### src/rtl/ps2_pkg.sv
// Shared types, constants and helpers for the PS/2 mouse packet transmitter.
package ps2_pkg;

  typedef enum logic [2:0] {
    ST_IDLE,
    ST_SEND,
    ST_GAP,
    ST_WAIT_INH,
    ST_DONE
  } tx_state_t;

  localparam int FRAME_LEN = 11;

  localparam int B0_YOVF    = 7;
  localparam int B0_XOVF    = 6;
  localparam int B0_YSIGN   = 5;
  localparam int B0_XSIGN   = 4;
  localparam int B0_ALWAYS1 = 3;

  // Clamp to [-256,255]; a 10-bit value fits in 9 bits iff its top two bits agree.
  function automatic logic [9:0] sat9(input logic signed [9:0] v);
    if (v[9] != v[8]) return {1'b1, (v[9] ? 9'h100 : 9'h0FF)};
    return {1'b0, v[8:0]};
  endfunction

  function automatic logic odd_parity(input logic [7:0] b);
    return ~^b;
  endfunction

endpackage

### src/rtl/ps2_frame_tx.sv
// Single-byte PS/2 serializer: start, 8 data LSB first, odd parity, stop.
module ps2_frame_tx
  import ps2_pkg::*;
#(
  parameter int CLK_DIV = 8
) (
  input  logic       clk,
  input  logic       reset_n,
  input  logic       load,
  input  logic       abort,
  input  logic [7:0] data,
  output logic       ps2_clk,
  output logic       ps2_data,
  output logic       stop_bit,
  output logic       frame_done
);

  localparam int DW = $clog2(CLK_DIV);
  localparam logic [DW-1:0] DIV_LAST = DW'(CLK_DIV - 1);
  localparam logic [DW-1:0] DIV_HALF = DW'(CLK_DIV / 2);
  localparam logic [3:0]    BIT_LAST = 4'(FRAME_LEN - 1);

  logic                 active;
  logic [FRAME_LEN-1:0] frame;
  logic [3:0]           bit_cnt;
  logic [DW-1:0]        div_cnt;

  always_ff @(posedge clk or negedge reset_n) begin
    if (!reset_n) begin
      active  <= 1'b0;
      frame   <= '1;
      bit_cnt <= '0;
      div_cnt <= '0;
    end else if (abort) begin
      active  <= 1'b0;
      bit_cnt <= '0;
      div_cnt <= '0;
    end else if (load) begin
      active  <= 1'b1;
      frame   <= {1'b1, odd_parity(data), data, 1'b0};
      bit_cnt <= '0;
      div_cnt <= '0;
    end else if (active) begin
      if (div_cnt == DIV_LAST) begin
        div_cnt <= '0;
        if (bit_cnt == BIT_LAST) begin
          active  <= 1'b0;
          bit_cnt <= '0;
        end else begin
          bit_cnt <= bit_cnt + 4'd1;
        end
      end else begin
        div_cnt <= div_cnt + 1'b1;
      end
    end
  end

  // Data changes only at the bit boundary, i.e. during the high clock half.
  assign stop_bit   = active && (bit_cnt == BIT_LAST);
  assign frame_done = stop_bit && (div_cnt == DIV_LAST);
  assign ps2_clk    = !active || (div_cnt < DIV_HALF);
  assign ps2_data   = !active || frame[bit_cnt];

endmodule

### src/rtl/ps2_mouse_tx.sv
// Device-side PS/2 mouse transmitter: formats a report into 3 bytes and sends them with host-inhibit handling.
module ps2_mouse_tx
  import ps2_pkg::*;
#(
  parameter int CLK_DIV    = 8,
  parameter int GAP_CYCLES = 4
) (
  input  logic              clk,
  input  logic              reset_n,
  input  logic              pkt_valid,
  output logic              pkt_ready,
  input  logic [2:0]        buttons,
  input  logic signed [9:0] dx,
  input  logic signed [9:0] dy,
  input  logic              host_inhibit,
  output logic              ps2_clk_o,
  output logic              ps2_data_o,
  output logic              pkt_done,
  output logic              busy
);

  localparam int GW = $clog2(GAP_CYCLES + 1);
  localparam logic [GW-1:0] GAP_LAST = GW'(GAP_CYCLES - 1);

  tx_state_t       state_q, state_d;
  logic [1:0]      byte_idx_q, byte_idx_d;
  logic [GW-1:0]   gap_cnt_q, gap_cnt_d;
  logic [2:0][7:0] pkt_q, fmt;
  logic [9:0]      xs, ys;
  logic [7:0]      load_data;
  logic            capture, load, abort, stop_bit, frame_done;

  assign xs = sat9(dx);
  assign ys = sat9(dy);

  always_comb begin
    fmt                  = '0;
    fmt[0][2:0]          = buttons;
    fmt[0][B0_ALWAYS1]   = 1'b1;
    fmt[0][B0_XSIGN]     = xs[8];
    fmt[0][B0_YSIGN]     = ys[8];
    fmt[0][B0_XOVF]      = xs[9];
    fmt[0][B0_YOVF]      = ys[9];
    fmt[1]               = xs[7:0];
    fmt[2]               = ys[7:0];
  end

  assign pkt_ready = (state_q == ST_IDLE) && !host_inhibit;
  assign pkt_done  = (state_q == ST_DONE);
  assign busy      = (state_q != ST_IDLE);

  always_comb begin
    state_d    = state_q;
    byte_idx_d = byte_idx_q;
    gap_cnt_d  = gap_cnt_q;
    capture    = 1'b0;
    load       = 1'b0;
    abort      = 1'b0;
    case (byte_idx_q)
      2'd1:    load_data = pkt_q[1];
      2'd2:    load_data = pkt_q[2];
      default: load_data = pkt_q[0];
    endcase
    case (state_q)
      ST_IDLE: begin
        load_data = fmt[0];
        if (pkt_valid && pkt_ready) begin
          capture    = 1'b1;
          load       = 1'b1;
          byte_idx_d = 2'd0;
          state_d    = ST_SEND;
        end
      end
      ST_SEND: begin
        // An inhibit that lands on the stop bit lets the frame finish.
        if (host_inhibit && !stop_bit) begin
          abort      = 1'b1;
          byte_idx_d = 2'd0;
          gap_cnt_d  = '0;
          state_d    = ST_WAIT_INH;
        end else if (frame_done) begin
          gap_cnt_d = '0;
          if (byte_idx_q == 2'd2) begin
            state_d = ST_DONE;
          end else begin
            byte_idx_d = byte_idx_q + 2'd1;
            state_d    = ST_GAP;
          end
        end
      end
      ST_GAP, ST_WAIT_INH: begin
        // byte_idx already names the byte to send next (0 after an abort).
        if (host_inhibit) begin
          gap_cnt_d = '0;
          state_d   = ST_WAIT_INH;
        end else if (gap_cnt_q == GAP_LAST) begin
          gap_cnt_d = '0;
          load      = 1'b1;
          state_d   = ST_SEND;
        end else begin
          gap_cnt_d = gap_cnt_q + 1'b1;
        end
      end
      ST_DONE: state_d = ST_IDLE;
      default: state_d = ST_IDLE;
    endcase
  end

  always_ff @(posedge clk or negedge reset_n) begin
    if (!reset_n) begin
      state_q    <= ST_IDLE;
      byte_idx_q <= '0;
      gap_cnt_q  <= '0;
      pkt_q      <= '0;
    end else begin
      state_q    <= state_d;
      byte_idx_q <= byte_idx_d;
      gap_cnt_q  <= gap_cnt_d;
      if (capture) pkt_q <= fmt;
    end
  end

  ps2_frame_tx #(.CLK_DIV(CLK_DIV)) u_frame (
    .clk        (clk),
    .reset_n    (reset_n),
    .load       (load),
    .abort      (abort),
    .data       (load_data),
    .ps2_clk    (ps2_clk_o),
    .ps2_data   (ps2_data_o),
    .stop_bit   (stop_bit),
    .frame_done (frame_done)
  );

endmodule

### config.mk
export PLATFORM = sky130hd
export DESIGN_NAME = ps2_mouse_tx
export DESIGN_NICKNAME = d
export VERILOG_FILES = /design/src/rtl/ps2_pkg.sv /design/src/rtl/ps2_frame_tx.sv /design/src/rtl/ps2_mouse_tx.sv
export SDC_FILE = /design/constraint.sdc
export NUM_CORES = 1
export LEC_CHECK = 0
export CAP_MARGIN = 15
export CORE_ASPECT_RATIO = 0.5
export CORE_MARGIN = 2
export CORE_UTILIZATION = 45
export CTS_CLUSTER_DIAMETER = 50
export CTS_CLUSTER_SIZE = 25
export DETAILED_ROUTE_END_ITERATION = 8
export PLACE_DENSITY = 0.68
export RECOVER_POWER = 25
export SLEW_MARGIN = 10
export SYNTH_ARGS = -nofsm -noshare
export SYNTH_HDL_FRONTEND = slang
export SYNTH_SLANG_ARGS = --single-unit
### constraint.sdc
create_clock -name clk -period 5.11 [get_ports clk]
set_input_delay 1.022 -clock clk [delete_from_list [all_inputs] [get_ports clk]]
set_output_delay 1.022 -clock clk [all_outputs]
set_load 0.03 [all_outputs]
==> report_table.html <==
<table>
<tr><th>Metric</th><th>Value</th></tr>
<tr><th colspan="2">Logic synthesis</th></tr>
<tr><td>Combinational family with the most area after synthesis</td><td>compound AO/OA/AOI/OAI gates</td></tr>
<tr><td>Most numerous cell types in the synthesized netlist</td><td>43 x nand2_1, 41 x a21oi_1, 40 x dfrtp_1</td></tr>
<tr><td>Ys async rst share</td><td>1.000</td></tr>
<tr><td>Net Count, Synth</td><td>388</td></tr>
<tr><td>Synthesized area divided by synthesized cell count</td><td>8.669 sq um</td></tr>
<tr><td>Ranking of synthesized cells by area</td><td>dfrtp_1 33%, dfstp_2 8.7%, a21oi_1 6.8%</td></tr>
<tr><td>Number of flip-flops and latches in the synthesized netlist</td><td>50</td></tr>
<tr><td>Fraction of synthesized cell area in xor and xnor cells</td><td>0.04907</td></tr>
<tr><td>Share of the synthesized area in the top cell type</td><td>0.3299</td></tr>
<tr><td>Share of synthesized area spent on multiplexers</td><td>0.06103</td></tr>
<tr><td>Adder-cell share of the synthesized area</td><td>0.04536</td></tr>
<tr><td>Most numerous cell in the Yosys netlist</td><td>nand2_1</td></tr>
<tr><td>Post-synth cell types</td><td>47</td></tr>
<tr><td>Area fraction in and, or, nand and nor cells after synthesis</td><td>0.1724</td></tr>
<tr><td>Number of enable flip-flop cells after synthesis</td><td>0</td></tr>
<tr><td>Library cell occupying the most area in the post-synthesis netlist</td><td>dfrtp_1</td></tr>
<tr><td>Netlist area before placement</td><td>3034 sq um</td></tr>
<tr><td>Compound-cell area share of the yosys netlist</td><td>0.2033</td></tr>
<tr><td>Synth Flop Type</td><td>dfrtp_1</td></tr>
<tr><td>Sequential area share after synthesis</td><td>0.4165</td></tr>
<tr><td>Synthesized netlist cell count</td><td>350</td></tr>
<tr><td>YS warnings</td><td>0</td></tr>
<tr><th colspan="2">Timing</th></tr>
<tr><td>Worst rel slew slack</td><td>-0.7884</td></tr>
<tr><td>Hold violation count in the final report</td><td>0</td></tr>
<tr><td>Worst-margin pin slew</td><td>2683 ps</td></tr>
<tr><td>Worst clock skew</td><td>3.030 ps</td></tr>
<tr><td>Final cycle utilization of the critical path</td><td>0.6559</td></tr>
<tr><td>Unrepaired setup endpoints after global routing</td><td>false</td></tr>
<tr><td>Setup slack of the critical path after layout</td><td>1758 ps</td></tr>
<tr><td>Total of endpoints with negative setup slack in the final report</td><td>0</td></tr>
<tr><td>Final Slew Violations</td><td>51</td></tr>
<tr><td>Min cycle time layout</td><td>3352 ps</td></tr>
<tr><td>Tightest hold margin</td><td>452.7 ps</td></tr>
<tr><td>Max Clk Rate</td><td>298.4 MHz</td></tr>
<tr><td>Post-Route Setup TNS</td><td>0 ps</td></tr>
<tr><th colspan="2">GRT</th></tr>
<tr><td>Combined global-route utilization of all metal layers</td><td>0.1880</td></tr>
<tr><td>Number of antenna violations at the first check in global routing</td><td>0</td></tr>
<tr><td>Via count of the first global-routing pass</td><td>2321</td></tr>
<tr><td>Overflow left after global routing</td><td>0</td></tr>
<tr><td>Maximum number of pins on one net before global-route repair</td><td>51</td></tr>
<tr><td>Wire length of the first global-routing pass</td><td>10980 um</td></tr>
<tr><th colspan="2">Setup path</th></tr>
<tr><td>Worst path required time</td><td>4090 ps</td></tr>
<tr><td>Worst reg-to-reg setup slack</td><td>2720 ps</td></tr>
<tr><td>Critical path's largest stage delay</td><td>680 ps</td></tr>
<tr><td>Kind of cell adding the most delay to the critical path</td><td>buffers and inverters</td></tr>
<tr><td>Worst path slowest cell</td><td>clkdlybuf4s50_1</td></tr>
<tr><td>Logic depth of the worst setup path including buffers</td><td>3</td></tr>
<tr><td>Cell-by-cell trace of the critical path</td><td>clkdlybuf4s50_1, nor2_1, clkdlybuf4s50_1</td></tr>
<tr><td>Crit path buffers/inverters</td><td>2</td></tr>
<tr><td>Most frequent CP cell</td><td>clkdlybuf4s50_1</td></tr>
<tr><td>Origin of the critical flop-to-flop path</td><td>state_q[2]$_DFFE_PN0P_</td></tr>
<tr><td>End of the worst register-to-register path</td><td>u_frame.frame[3]$_DFFE_PN1P_</td></tr>
<tr><td>Type of origin of the critical path</td><td>input pin</td></tr>
<tr><td>Max Fanout on Critical Path</td><td>5</td></tr>
<tr><td>Kind of end point of the critical path</td><td>output pin</td></tr>
<tr><td>Worst setup path class</td><td>input pin to output pin</td></tr>
<tr><td>Arrival time worst endpoint</td><td>2330 ps</td></tr>
<tr><td>Depth of the worst register-to-register path</td><td>7</td></tr>
<tr><th colspan="2">Worst hold path</th></tr>
<tr><td>Class of the most critical hold timing path</td><td>flop to flop</td></tr>
<tr><td>Cell depth of the worst hold path</td><td>2</td></tr>
<tr><td>Hold Path End</td><td>u_frame.frame[0]$_DFFE_PN1P_</td></tr>
<tr><td>Hold Startpoint</td><td>u_frame.frame[0]$_DFFE_PN1P_</td></tr>
<tr><th colspan="2">Pwr</th></tr>
<tr><td>Internal</td><td>0.001025 W</td></tr>
<tr><td>Part of the total power dissipated in combinational logic</td><td>0.414</td></tr>
<tr><td>Leak</td><td>1.456 nW</td></tr>
<tr><td>Relative contribution of sequential cells to total power</td><td>0.385</td></tr>
<tr><td>Total power per unit cell area</td><td>479.3 nW/um^2</td></tr>
<tr><td>Maximum resistive drop on vdd</td><td>0.1943 mV</td></tr>
<tr><td>Clock group share of total power</td><td>0.202</td></tr>
<tr><td>Net switching fraction of the power</td><td>0.3899</td></tr>
<tr><td>Switching pwr</td><td>0.0006550 W</td></tr>
<tr><th colspan="2">Cells and area</th></tr>
<tr><td>Total Nets Final</td><td>405</td></tr>
<tr><td>Number of antenna diodes</td><td>0</td></tr>
<tr><td>Filler cell count in the final layout</td><td>611</td></tr>
<tr><td>Utilization of the core after routing</td><td>0.5314</td></tr>
<tr><td>Area growth from synthesis to final layout</td><td>15.51%</td></tr>
<tr><td>Final cell count without fillers</td><td>460</td></tr>
<tr><td>Layout cell share with drive strength beyond 1</td><td>0.1033</td></tr>
<tr><th colspan="2">Placement</th></tr>
<tr><td>Routability congestion estimate from global placement</td><td>0.8095</td></tr>
<tr><td>Post-placement setup slack</td><td>1759 ps</td></tr>
<tr><td>Quantity of I/O buffers inserted on ports</td><td>31</td></tr>
<tr><td>Inst Count DP</td><td>452</td></tr>
<tr><td>Estimated wirelength of the detail-placed design</td><td>4573 um</td></tr>
<tr><th colspan="2">Clock tree</th></tr>
<tr><td>TritonCTS buffer count</td><td>5</td></tr>
<tr><td>Clock latency on the worst-skew pair</td><td>290 ps</td></tr>
<tr><td>Number of buffers on the longest clock path</td><td>2</td></tr>
<tr><td>Hold-fix buffers at CTS</td><td>0</td></tr>
<tr><td>Setup Buffers After CTS</td><td>0</td></tr>
<tr><td>Number of sinks handled by clock tree synthesis</td><td>50</td></tr>
<tr><td>Clock transition at path regs</td><td>70 ps</td></tr>
<tr><td>Number of levels the H-tree was split into</td><td>2</td></tr>
<tr><td>TritonCTS clock tree</td><td>yes</td></tr>
<tr><td>Resized cells post-CTS</td><td>0</td></tr>
<tr><td>Clock root buffer</td><td>clkbuf_16</td></tr>
<tr><th colspan="2">Detailed routing</th></tr>
<tr><td>Post-detailed-route count of antenna-violating nets</td><td>0</td></tr>
<tr><td>Violation count after the first detailed-routing iteration</td><td>228</td></tr>
<tr><td>Routed length per placed instance</td><td>14.06 um</td></tr>
<tr><td>Total via count in the routed design</td><td>2509</td></tr>
<tr><td>Post-detailed-route via-to-cell ratio</td><td>5.454</td></tr>
<tr><td>Wire length after detailed routing</td><td>6467 um</td></tr>
<tr><td>Remaining DRCs</td><td>0</td></tr>
<tr><td>Detailed Routing Iterations Pass 1</td><td>4</td></tr>
<tr><th colspan="2">Die</th></tr>
<tr><td>Die area</td><td>7456 sq um</td></tr>
<tr><td>Die X-Extent</td><td>120.1 um</td></tr>
<tr><td>Initial standard-cell utilization of the core</td><td>0.4601</td></tr>
<tr><td>Die extent in y</td><td>62.07 um</td></tr>
<tr><td>Boundary Pins</td><td>32</td></tr>
<tr><td>Placeable core region</td><td>6595 sq um</td></tr>
<tr><td>Placement Rows</td><td>21</td></tr>
<tr><th colspan="2">Flow run</th></tr>
<tr><td>Count of max-cap constraint violations</td><td>1</td></tr>
<tr><th colspan="2">Outcome</th></tr>
<tr><td>Outcome</td><td>finished with violations</td></tr>
<tr><td>Violated checks</td><td>max-capacitance violations, max-slew violations</td></tr>
</table>
[flip-flops by register name, indices dropped and copies added (netlist names)]
name	flops
u_frame.div_cnt	3
u_frame.bit_cnt	4
state_q	3
pkt_q	24
u_frame.frame	10
gap_cnt_q	3
u_frame.active	1
byte_idx_q	2
[worst reg2reg max path, stage by stage (launching register included)]
cell and delay, ps:
dfrtp_1 490, nor3_4 440, inv_2 250, or2_1 280, buf_4 250, o21ai_2 340, nor2_1 90, a31oi_1 180
[cells in the final DEF, fill, tap and decap left out, types with 4 or more instances in the layout]
cell type,instances
nand3_1,7
inv_1,12
mux2i_1,5
dfstp_2,10
mux2_2,8
ha_1,11
xnor2_1,8
xor2_1,9
nand2_1,43
nor2_1,37
a21oi_1,41
dfrtp_1,40
a211oi_1,5
a22oi_1,4
nor3_1,9
clkbuf_16,5
a31oi_1,7
clkdlybuf4s50_1,30
o21ai_0,35
[cell type report]
| class | instances | area (sq um) | area share |
|---|---|---|---|
| Timing Repair Buffer | 32 | 311.5 | 0.08890 |
| Sequential cell | 50 | 1264 | 0.3606 |
| Multi-Input combinational cell | 265 | 1615 | 0.4609 |
| Tap cell | 92 | 115.1 | 0.03285 |
| Clock inverter | 3 | 25.02 | 0.007140 |
| Inverter | 13 | 48.80 | 0.01392 |
| Clock buffer | 5 | 125.1 | 0.03570 |
[worst max path at each step]
stage,start,end,slack (ps)
floorplan,state_q[2]$_DFFE_PN0P_,pkt_ready,2310
global placement,host_inhibit,pkt_ready,1780
detailed placement,host_inhibit,pkt_ready,1760
CTS,host_inhibit,pkt_ready,1750
global route,reset_n,state_q[1]$_DFFE_PN0P_,1350
finish,host_inhibit,pkt_ready,1760
[stage by stage]
step | area, sq um | power (W)
after detailed placement | 3352 | 0.001341
final | 3505 | 0.001680
after floorplan | 3034 | 0.001170
after global routing | 3505 | 0.001819
after global placement | 3352 | 0.001312
after CTS | 3502 | 0.001686
[metal layers]
metal  global-route usage  vias up  routed length, um
li1                     -     1255                  -
met1               0.2544     1203               3188
met2               0.3239       49               3028
met3              0.03650        2                222
met4              0.04034        0                 27
met5                    0        -                  0
[cells by family (layout without fill, tap and decap cells)]
family / after synthesis / count (layout)
AOI/OAI and AO/OA: 107 / 107
xor gates and xnor gates: 17 / 17
adders and majority gates: 11 / 11
buffers and inverters: 35 / 53
DFF: 50 / 50
muxes: 15 / 15
and+or+nand+nor: 115 / 115
[power groups by stage]
| stage | logic, W | clock network (W) | registers [W] |
|---|---|---|---|
| after floorplan | 0.000569 | 0 | 0.000601 |
| after global placement | 0.000666 | 0 | 0.000646 |
| after detailed placement | 0.000687 | 0 | 0.000655 |
| after CTS | 0.000693 | 0.000347 | 0.000646 |
| after global routing | 0.000790 | 0.000364 | 0.000665 |
| final | 0.000695 | 0.000339 | 0.000646 |
Power figures use the tool's default switching activity.
